File: src/rtl/readpoly_stream.sv
// readpoly_stream: reads N coefficients from the coefficient RAM starting at
// base_addr and streams them in ascending order on a valid/ready port. A small
// FIFO absorbs the one-cycle RAM latency and downstream backpressure; reads are
// only issued when the FIFO is guaranteed to have room for the returning word.
//
//   state   | meaning
//   --------+--------------------------------------------------------------
//   S_IDLE  | waiting for start; FIFO empty, no reads outstanding
//   S_READ  | issuing RAM reads as FIFO credit allows
//   S_DRAIN | all N reads issued; waiting for the last coefficient handshake
module readpoly_stream #(
   parameter int DATA_W = 26,
   parameter int ADDR_W = 11,
   parameter int N      = 761,
   parameter int FIFO_D = 4
) (
   input  logic              clk,
   input  logic              rst_n,
   input  logic              start,
   input  logic [ADDR_W-1:0] base_addr,
   output logic [ADDR_W-1:0] mem_address_i,
   output logic              mem_read_enable,
   input  logic [DATA_W-1:0] mem_output,
   output logic [DATA_W-1:0] coef_data,
   output logic [ADDR_W-1:0] coef_index,
   output logic              coef_valid,
   input  logic              coef_ready,
   output logic              busy,
   output logic              done
);

   localparam int PTR_W = $clog2(FIFO_D);
   localparam int CNT_W = PTR_W + 1;
   localparam int CRD_W = PTR_W + 2;
   localparam int K_W   = ADDR_W + 1;

   localparam logic [K_W-1:0]    N_K      = K_W'(N);
   localparam logic [ADDR_W-1:0] LAST_K   = ADDR_W'(N - 1);
   localparam logic [CRD_W-1:0]  FIFO_LIM = CRD_W'(FIFO_D);

   typedef enum logic [1:0] {
      S_IDLE  = 2'd0,
      S_READ  = 2'd1,
      S_DRAIN = 2'd2
   } state_t;

   state_t              state_q, state_d;
   logic [ADDR_W-1:0]   base_q, base_d;
   logic [K_W-1:0]      rd_k_q, rd_k_d;
   logic [ADDR_W-1:0]   out_k_q, out_k_d;
   logic [ADDR_W-1:0]   addr_q, addr_d;
   logic                ren_q, ren_d;
   logic                pend_q, pend_d;
   logic                busy_q, busy_d;
   logic                done_q, done_d;
   logic [PTR_W-1:0]    wr_ptr_q, wr_ptr_d;
   logic [PTR_W-1:0]    rd_ptr_q, rd_ptr_d;
   logic [CNT_W-1:0]    fifo_cnt_q, fifo_cnt_d;
   logic [DATA_W-1:0]   fifo_mem_q [FIFO_D];
   logic [DATA_W-1:0]   fifo_mem_d [FIFO_D];

   logic                push;
   logic                pop;
   logic [CRD_W-1:0]    credit;
   logic                can_issue;

   assign coef_valid = (fifo_cnt_q != '0);
   assign pop        = coef_valid && coef_ready;
   // pend_q marks the cycle in which mem_output carries data for a read issued
   // in the previous cycle; it is cleared by reset, so stale returns are dropped.
   assign push       = pend_q;

   // Words that may still land in the FIFO: stored, returning now, returning
   // next cycle. A new read is safe only if it cannot overflow the FIFO.
   assign credit    = CRD_W'(fifo_cnt_q) + CRD_W'(pend_q) + CRD_W'(ren_q) - CRD_W'(pop);
   assign can_issue = (credit < FIFO_LIM);

   assign mem_address_i   = addr_q;
   assign mem_read_enable = ren_q;
   assign coef_data       = fifo_mem_q[rd_ptr_q];
   assign coef_index      = out_k_q;
   assign busy            = busy_q;
   assign done            = done_q;

   // Next-state logic: FIFO push/pop, read issue and sequencing FSM.
   always_comb begin
      state_d    = state_q;
      base_d     = base_q;
      rd_k_d     = rd_k_q;
      out_k_d    = out_k_q;
      addr_d     = addr_q;
      ren_d      = 1'b0;
      pend_d     = ren_q;
      busy_d     = busy_q;
      done_d     = 1'b0;
      wr_ptr_d   = wr_ptr_q;
      rd_ptr_d   = rd_ptr_q;
      fifo_cnt_d = fifo_cnt_q;
      fifo_mem_d = fifo_mem_q;

      if (push) begin
         fifo_mem_d[wr_ptr_q] = mem_output;
         wr_ptr_d             = wr_ptr_q + 1'b1;
      end
      if (pop) begin
         rd_ptr_d = rd_ptr_q + 1'b1;
         out_k_d  = out_k_q + 1'b1;
      end
      case ({push, pop})
         2'b10:   fifo_cnt_d = fifo_cnt_q + 1'b1;
         2'b01:   fifo_cnt_d = fifo_cnt_q - 1'b1;
         default: fifo_cnt_d = fifo_cnt_q;
      endcase

      case (state_q)
         S_IDLE: begin
            if (start) begin
               // The first read goes out on the accepting edge so that the
               // address is on the RAM port in the very next cycle.
               state_d = (N_K == K_W'(1)) ? S_DRAIN : S_READ;
               base_d  = base_addr;
               addr_d  = base_addr;
               ren_d   = 1'b1;
               rd_k_d  = K_W'(1);
               out_k_d = '0;
               busy_d  = 1'b1;
            end
         end
         S_READ: begin
            if (can_issue) begin
               ren_d  = 1'b1;
               addr_d = base_q + rd_k_q[ADDR_W-1:0];
               rd_k_d = rd_k_q + 1'b1;
               if ((rd_k_q + 1'b1) == N_K) begin
                  state_d = S_DRAIN;
               end
            end
         end
         S_DRAIN: begin
            if (pop && (out_k_q == LAST_K)) begin
               state_d = S_IDLE;
               busy_d  = 1'b0;
               done_d  = 1'b1;
            end
         end
         default: begin
            state_d = S_IDLE;
            busy_d  = 1'b0;
         end
      endcase
   end

   // State, counter, FIFO and output registers; reset flushes everything.
   always_ff @(posedge clk or negedge rst_n) begin
      if (!rst_n) begin
         state_q    <= S_IDLE;
         base_q     <= '0;
         rd_k_q     <= '0;
         out_k_q    <= '0;
         addr_q     <= '0;
         ren_q      <= 1'b0;
         pend_q     <= 1'b0;
         busy_q     <= 1'b0;
         done_q     <= 1'b0;
         wr_ptr_q   <= '0;
         rd_ptr_q   <= '0;
         fifo_cnt_q <= '0;
         for (int i = 0; i < FIFO_D; i++) begin
            fifo_mem_q[i] <= '0;
         end
      end else begin
         state_q    <= state_d;
         base_q     <= base_d;
         rd_k_q     <= rd_k_d;
         out_k_q    <= out_k_d;
         addr_q     <= addr_d;
         ren_q      <= ren_d;
         pend_q     <= pend_d;
         busy_q     <= busy_d;
         done_q     <= done_d;
         wr_ptr_q   <= wr_ptr_d;
         rd_ptr_q   <= rd_ptr_d;
         fifo_cnt_q <= fifo_cnt_d;
         for (int i = 0; i < FIFO_D; i++) begin
            fifo_mem_q[i] <= fifo_mem_d[i];
         end
      end
   end

endmodule

File: config.mk
export PLATFORM = sky130hd
export DESIGN_NAME = readpoly_stream
export DESIGN_NICKNAME = d
export VERILOG_FILES = /design/src/rtl/readpoly_stream.sv
export SDC_FILE = /design/constraint.sdc
export NUM_CORES = 1
export LEC_CHECK = 0
export BUFFER_PORTS_ARGS = -buffer_cell sky130_fd_sc_hd__buf_2
export CORE_ASPECT_RATIO = 1.5
export CORE_MARGIN = 10
export CORE_UTILIZATION = 41
export DETAILED_ROUTE_END_ITERATION = 10
export PLACE_DENSITY = 0.58
export SLEW_MARGIN = 15
export SYNTH_ARGS = -nofsm -noshare
export SYNTH_HDL_FRONTEND = slang
export SYNTH_SLANG_ARGS = --single-unit
export TNS_END_PERCENT = 5
File: constraint.sdc
create_clock -name clk -period 7.25 [get_ports clk]
set_clock_uncertainty 0.15 [all_clocks]
set_input_delay 0 -clock clk [delete_from_list [all_inputs] [get_ports clk]]
set_output_delay 0 -clock clk [all_outputs]
set_load 0.005 [all_outputs]
== After elaboration in Yosys (flattened, before gate mapping) ==
Index checks and enable logic that the tools add are counted.
Storage, ports and cells
  bits in latches: 0
  memories kept: 0
  flip-flop bits (word level): 162
  output and inout port bits: 52
  bits in read-only memories: 0
  RAM bits: 0
Operators by class
  bitwise logic cells: 3
  shift operators: 0
  add/subtract/negate cells: 10
  multiply operators: 0
  equality and inequality tests: 10
  reductions and logical operators: 11
  muxes and demuxes: 29
  magnitude comparators: 4
  div/mod/pow operators: 0
Operator list (count)
  104-bit bitwise mux: 1
  26-bit 2-to-1 mux: 3
  11-bit 2-to-1 mux: 5
  26-bit binary-select mux with 2-bit select: 1
  26-bit demux with 2-bit select: 1
  12-bit 2-to-1 mux: 2
  12-bit one-hot mux with 2 select lines: 1
  11-bit one-hot mux with 2 select lines: 1
  12-bit by 1-bit adder with 12-bit output (second input constant): 1
  12-bit by 10-bit == test with 1-bit output (second input constant): 1
  11-bit by 1-bit adder with 11-bit output (second input constant): 1
  11-bit adder: 1
  11-bit by 10-bit == test with 1-bit output (second input constant): 1
  2-bit 2-to-1 mux: 4
  2-bit != test (second input constant): 4
  3-bit >= comparator (second input constant): 2
  1-bit 2-to-1 mux: 6
  2-bit inverter with 3-bit output: 2
  2-bit one-hot mux with 3 select lines: 1
  3-bit one-hot mux with 2 select lines: 1
  3-bit AND reduction: 2
  2-bit by 1-bit adder with 2-bit output (second input constant): 2
  3-bit by 1-bit adder with 4-bit output: 1
  4-bit by 1-bit adder with 4-bit output: 1
  16 further kinds: 21

== Longest topological paths before layout ==
  word-level depth: 6
  mapped depth: 14
  depth with buffers taken out: 13

== Worst setup path after synthesis ==
OpenSTA, ideal clock, no wires.
  kind: register -> register
  start: register fifo_cnt_q[0]
  end: register rd_k_q[10]
  slack: 4165 ps
  cell stages (with the launch flop): 15
  data arrival time: 2803 ps
  setup time: 132 ps
  required time: 6968 ps
  cells stage by stage: dfrtp_1 > or3_1 > nand2_1 > inv_1 > ha_1 > inv_1 > ha_1 > nand3_1 > and4b_1 > o21ai_2 > and2b_1 > buf_2 > buf_6 > o21ai_0 > o41ai_1
Between the ends
  cells in the longest elaborated chain, start to end: 6
RTL lines
  from (decl): RTL line 58  | logic [CNT_W-1:0] fifo_cnt_q, fifo_cnt_d;
  from (signal assigned): RTL line 183  | fifo_cnt_q <= fifo_cnt_d;
  3-bit nonzero test: RTL line 67  | assign coef_valid = (fifo_cnt_q != '0);
  via coef_valid: RTL line 26  | output logic coef_valid,
  1-bit logical AND: RTL line 68  | assign pop = coef_valid && coef_ready;
  4-bit by 1-bit subtractor with 4-bit output: RTL line 75  | assign credit = CRD_W'(fifo_cnt_q) + CRD_W'(pend_q) + CRD_W'(ren_q) - CRD_W'(pop);
  4-bit by 3-bit < comparator with 1-bit output: RTL line 76  | assign can_issue = (credit < FIFO_LIM);
  2-bit != test (no source line)
  3-bit AND reduction (no source line)
  to (signal assigned): RTL line 174  | rd_k_q <= rd_k_d;
  to (decl): RTL line 49  | logic [K_W-1:0] rd_k_q, rd_k_d;
The timed path passes the listed nets, and every way through them passes these cells.
A chain may end at the register's enable or synchronous reset.

== Worst setup path in the final report ==
  start: register fifo_cnt_q[0]
  end: register addr_q[4] (netlist: mem_address_i[4])
Between the ends
  cells in the longest elaborated chain, start to end: 6
RTL lines
  3-bit by 1-bit adder with 4-bit output or 3-bit nonzero test (tied branches): RTL line 75, 67
  4-bit by 1-bit adder with 4-bit output or 1-bit logical AND (tied branches): RTL line 75, 68
  4-bit by 1-bit subtractor with 4-bit output *: RTL line 75
  4-bit by 3-bit < comparator with 1-bit output *: RTL line 76
  2-bit != test (no source line) *
  3-bit AND reduction (no source line) *
  to (signal assigned): RTL line 176  | addr_q <= addr_d;
  to (decl): RTL line 51  | logic [ADDR_W-1:0] addr_q, addr_d;
Mark *: on every way between the ends. The rest lies on a longest branch, timed or not.

==> load_flow_metrics.sql <==
INSERT INTO impl_metrics (metric_group, metric, value, unit) VALUES
('floorplan', 'core.rowCount', '61', ''),
('placed_design', 'final_estimated_routing_congestion_in_global_placement', '0.797', ''),
('critical_path', 'critPathCaptureType', 'flip-flop', ''),
('finish', 'n_antenna_cell', '0', ''),
('drt', 'route.antenna.remaining_nets', '0', ''),
('critical_path', 'worstSetupStartpoint', 'fifo_cnt_q[0]$_DFFE_PN0N_', ''),
('clock_network', 'clk_path_buf_depth', '2', ''),
('timing', 'final-hold-violation-count', '0', ''),
('timing', 'rsz0062_at_grt', 'false', ''),
('critical_path', 'worst_ep_arrival_time', '4.67', 'ns'),
('logic_synthesis', 'synth_most_common_cell', 'sky130_fd_sc_hd__dfrtp_1', ''),
('floorplan', 'floorplan.core_area', '0.0186', 'mm²'),
('job', 'maxCapViolCount', '0', ''),
('timing', 'timing.max_slew.rel_slack', '0.327', ''),
('critical_path', 'rr_worst_depth', '13', ''),
('floorplan', 'fp.dieH', '189', 'µm'),
('logic_synthesis', 'synthSimpleGateAreaFrac', '0.0775', ''),
('grt', 'maximum_number_of_pins_on_one_net_before_global_route_repair', '89', ''),
('clock_network', 'htreeDepth', '4', ''),
('power_and_ir_drop', 'reported_leakage_power', '4.16', 'nW'),
('status', 'status', 'finished, final reports clean', ''),
('grt', 'grt.met3_usage', '0.0342', ''),
('logic_synthesis', 'synth_top_cells_by_area', 'sky130_fd_sc_hd__dfrtp_1 (52%), sky130_fd_sc_hd__mux2_2 (17%), sky130_fd_sc_hd__mux4_2 (7.5%)', ''),
('logic_synthesis', 'netlist_area', '0.00781', 'mm²'),
('clock_network', 'clkSinkCount', '162', ''),
('critical_path', 'cp_cell_sequence', 'or3_1 > nand2_1 > inv_1 > ha_1 > inv_1 > ha_1 > nand3_1 > and4b_1 > o21ai_2 > and2b_1 > inv_1 > nor2_1 > a31oi_1', ''),
('logic_synthesis', 'synth_commonest_cells', 'sky130_fd_sc_hd__dfrtp_1 (162), sky130_fd_sc_hd__mux2_2 (115), sky130_fd_sc_hd__nand2_1 (32), sky130_fd_sc_hd__nor2_1 (27), sky130_fd_sc_hd__o21ai_0 (27)', ''),
('grt', 'grt_antenna_before_repair', '0', ''),
('logic_synthesis', 'synth.lib_cells_used.distinct', '52', ''),
('logic_synthesis', 'mux_share_of_post_synthesis_cell_area', '0.243', ''),
('timing', 'number_of_setup_violations_in_the_final_report', '0', ''),
('critical_path', 'slowest_stage', 'sky130_fd_sc_hd__o21ai_2', ''),
('critical_path', 'timing.critical_path.fanout_max', '24', ''),
('timing', 'total_negative_setup_slacks', '0', 'ns'),
('logic_synthesis', 'number_of_enable_flip_flop_cells_after_synthesis', '0', ''),
('clock_network', 'ctsRootBufferMaster', 'sky130_fd_sc_hd__clkbuf_16', ''),
('finish', 'flow.area_growth_from_synthesis', '21.1', '%'),
('drt', 'drt_first_pass_iters', '4', ''),
('timing', 'timing_worst_slew_pin_value', '1.01', 'ns'),
('placed_design', 'detailedPlacementHpwl', '12200', 'µm'),
('drt', 'totalWireLength', '17700', 'µm'),
('drt', 'vias', '5260', ''),
('placed_design', 'worst_slack_at_placement', '2.68', 'ns'),
('floorplan', 'dieWidth', '133', 'µm'),
('finish', 'number_of_nets_in_the_finished_design', '801', ''),
('floorplan', 'io_pins', '93', ''),
('timing', 'post-route-worst-setup-slack', '2.70', 'ns'),
('power_and_ir_drop', 'cellPowerDensity', '421', 'mW/mm²'),
('drt', 'drt-initial-drc-count', '278', ''),
('logic_synthesis', 'ys_seq_area_frac', '0.519', ''),
('critical_path', 'cpPeakStageDelay', '0.73', 'ns'),
('clock_network', 'clock_tree_from_tritoncts', 'yes', ''),
('floorplan', 'floorplan.initialDensity', '0.420', ''),
('logic_synthesis', 'synth_area_leader_cell', 'sky130_fd_sc_hd__dfrtp_1', ''),
('drt', 'wl_per_cell', '17.7', 'µm'),
('power_and_ir_drop', 'total_power', '0.00399', 'W'),
('placed_design', 'io_buffers', '92', ''),
('logic_synthesis', 'synth_compound_gate_area_share', '0.0674', ''),
('grt', 'global_route.overflow_total', '0', ''),
('logic_synthesis', 'synth-async-reset-ratio', '1.00', ''),
('critical_path', 'timing.critical_path.to', 'mem_address_i[4]$_DFFE_PN0P_', ''),
('clock_network', 'tritoncts.num_buffers', '17', ''),
('critical_path', 'critical_path.reg2reg.endpoint', 'mem_address_i[4]$_DFFE_PN0P_', ''),
('timing', 'max_clock_freq', '220', 'MHz'),
('worst_hold_path', 'hold_path.class', 'primary input to asynchronous set/reset pin', ''),
('critical_path', 'rr_startpoint', 'fifo_cnt_q[0]$_DFFE_PN0N_', ''),
('grt', 'use_met2', '0.264', ''),
('logic_synthesis', 'synth-adder-area-share', '0.0404', ''),
('timing', 'slew_viol_final', '0', ''),
('logic_synthesis', 'mean_cell_area_of_the_mapped_netlist', '12.9', 'µm²'),
('critical_path', 'crit_required', '7.37', 'ns');
-- registers in the layout, summed over array words and instances (netlist names), 3 cells and up --
register and count:
coef_index 11, base_q 11, mem_address_i 11, rd_k_q 12, fifo_mem_q 104, fifo_cnt_q 3
-- how the worst min path moves through the flow --
stage / start / to / cells past startpoint
6_report: rst_n / fifo_mem_q[81]$_DFFE_PN0P_ / 2
5_1_grt: rst_n / fifo_mem_q[81]$_DFFE_PN0P_ / 2
4_1_cts: rst_n / fifo_mem_q[81]$_DFFE_PN0P_ / 2
3_5_place_dp: rst_n / fifo_mem_q[81]$_DFFE_PN0P_ / 1
3_3_place_gp: rst_n / fifo_mem_q[81]$_DFFE_PN0P_ / 1
2_1_floorplan: rst_n / base_q[0]$_DFFE_PN0P_ / 0
-- worst max-delay path, delay by kind of cell (launching register included) --
family | cells | cell delay (ns)
fa+ha+maj | 2 | 0.66
compound gates | 2 | 0.79
simple gates | 6 | 1.77
buf+inv | 3 | 0.61
flops | 1 | 0.43
-- cell type report --
type / count / area, µm²
Fill cell: 1723 / 9160
Sequential cell: 162 / 4060
Multi-Input combinational cell: 397 / 3550
Timing Repair Buffer: 139 / 923
Clock buffer: 21 / 440
Tap cell: 252 / 315
Clock inverter: 11 / 106
Inverter: 19 / 71.3
-- through the flow --
step	hold slack, ns	instances	area (µm²)
2_1_floorplan	-0.446	607	7810
3_5_place_dp	-0.0639	929	8510
3_3_place_gp	-0.0771	929	8510
5_1_grt	0.101	1001	9460
4_1_cts	0.0644	1001	9460
6_report	0.0320	1001	9460
-- timing repair --
item,4_1_cts,5_1_grt
hold endpoints to repair,206,0
hold buffers,40,0
resized for setup,0,0
-- metal layers --
metal  vias up  wire length [µm]
li1       2460                 -
met5         -                 0
met3        11               544
met1      2705              7310
met4         0               159
met2        84              9720
-- logic make-up after synthesis --
group / count (synthesis)
DFF: 162
muxes: 143
and+or+nand+nor: 119
AOI/OAI and AO/OA: 88
buffers and inverters: 48
adders and majority gates: 24
xor gates and xnor gates: 23
-- cell usage in the layout (no fill, tap or decap), drive strengths merged, types with 2 or more instances in the layout --
cell type / count
nor2b: 11
xnor2: 11
or3: 5
clkinv: 4
o41ai: 2
buf: 99
dlygate4sd3: 40
nor2: 27
and3: 4
a21o: 2
nand2b: 6
clkbuf: 21
nand4: 8
nand2: 33
and2: 2
a22oi: 2
mux2: 115
o22ai: 2
nor4b: 2
inv: 22
and4: 2
fa: 2
o21ai: 28
mux2i: 2
o21a: 3
nor3: 6
nand3: 8
xor2: 12
dfrtp: 162
a31oi: 10
mux4: 26
o31ai: 6
ha: 22
clkinvlp: 3
a21oi: 25
-- power breakdown --
group,switching [W],internal (W)
clock,0.000371,0.000476
combinational,0.000689,0.000866
sequential,0.000284,0.00130
total,0.00134,0.00264
No activity file was read; power rests on OpenSTA's default activity.
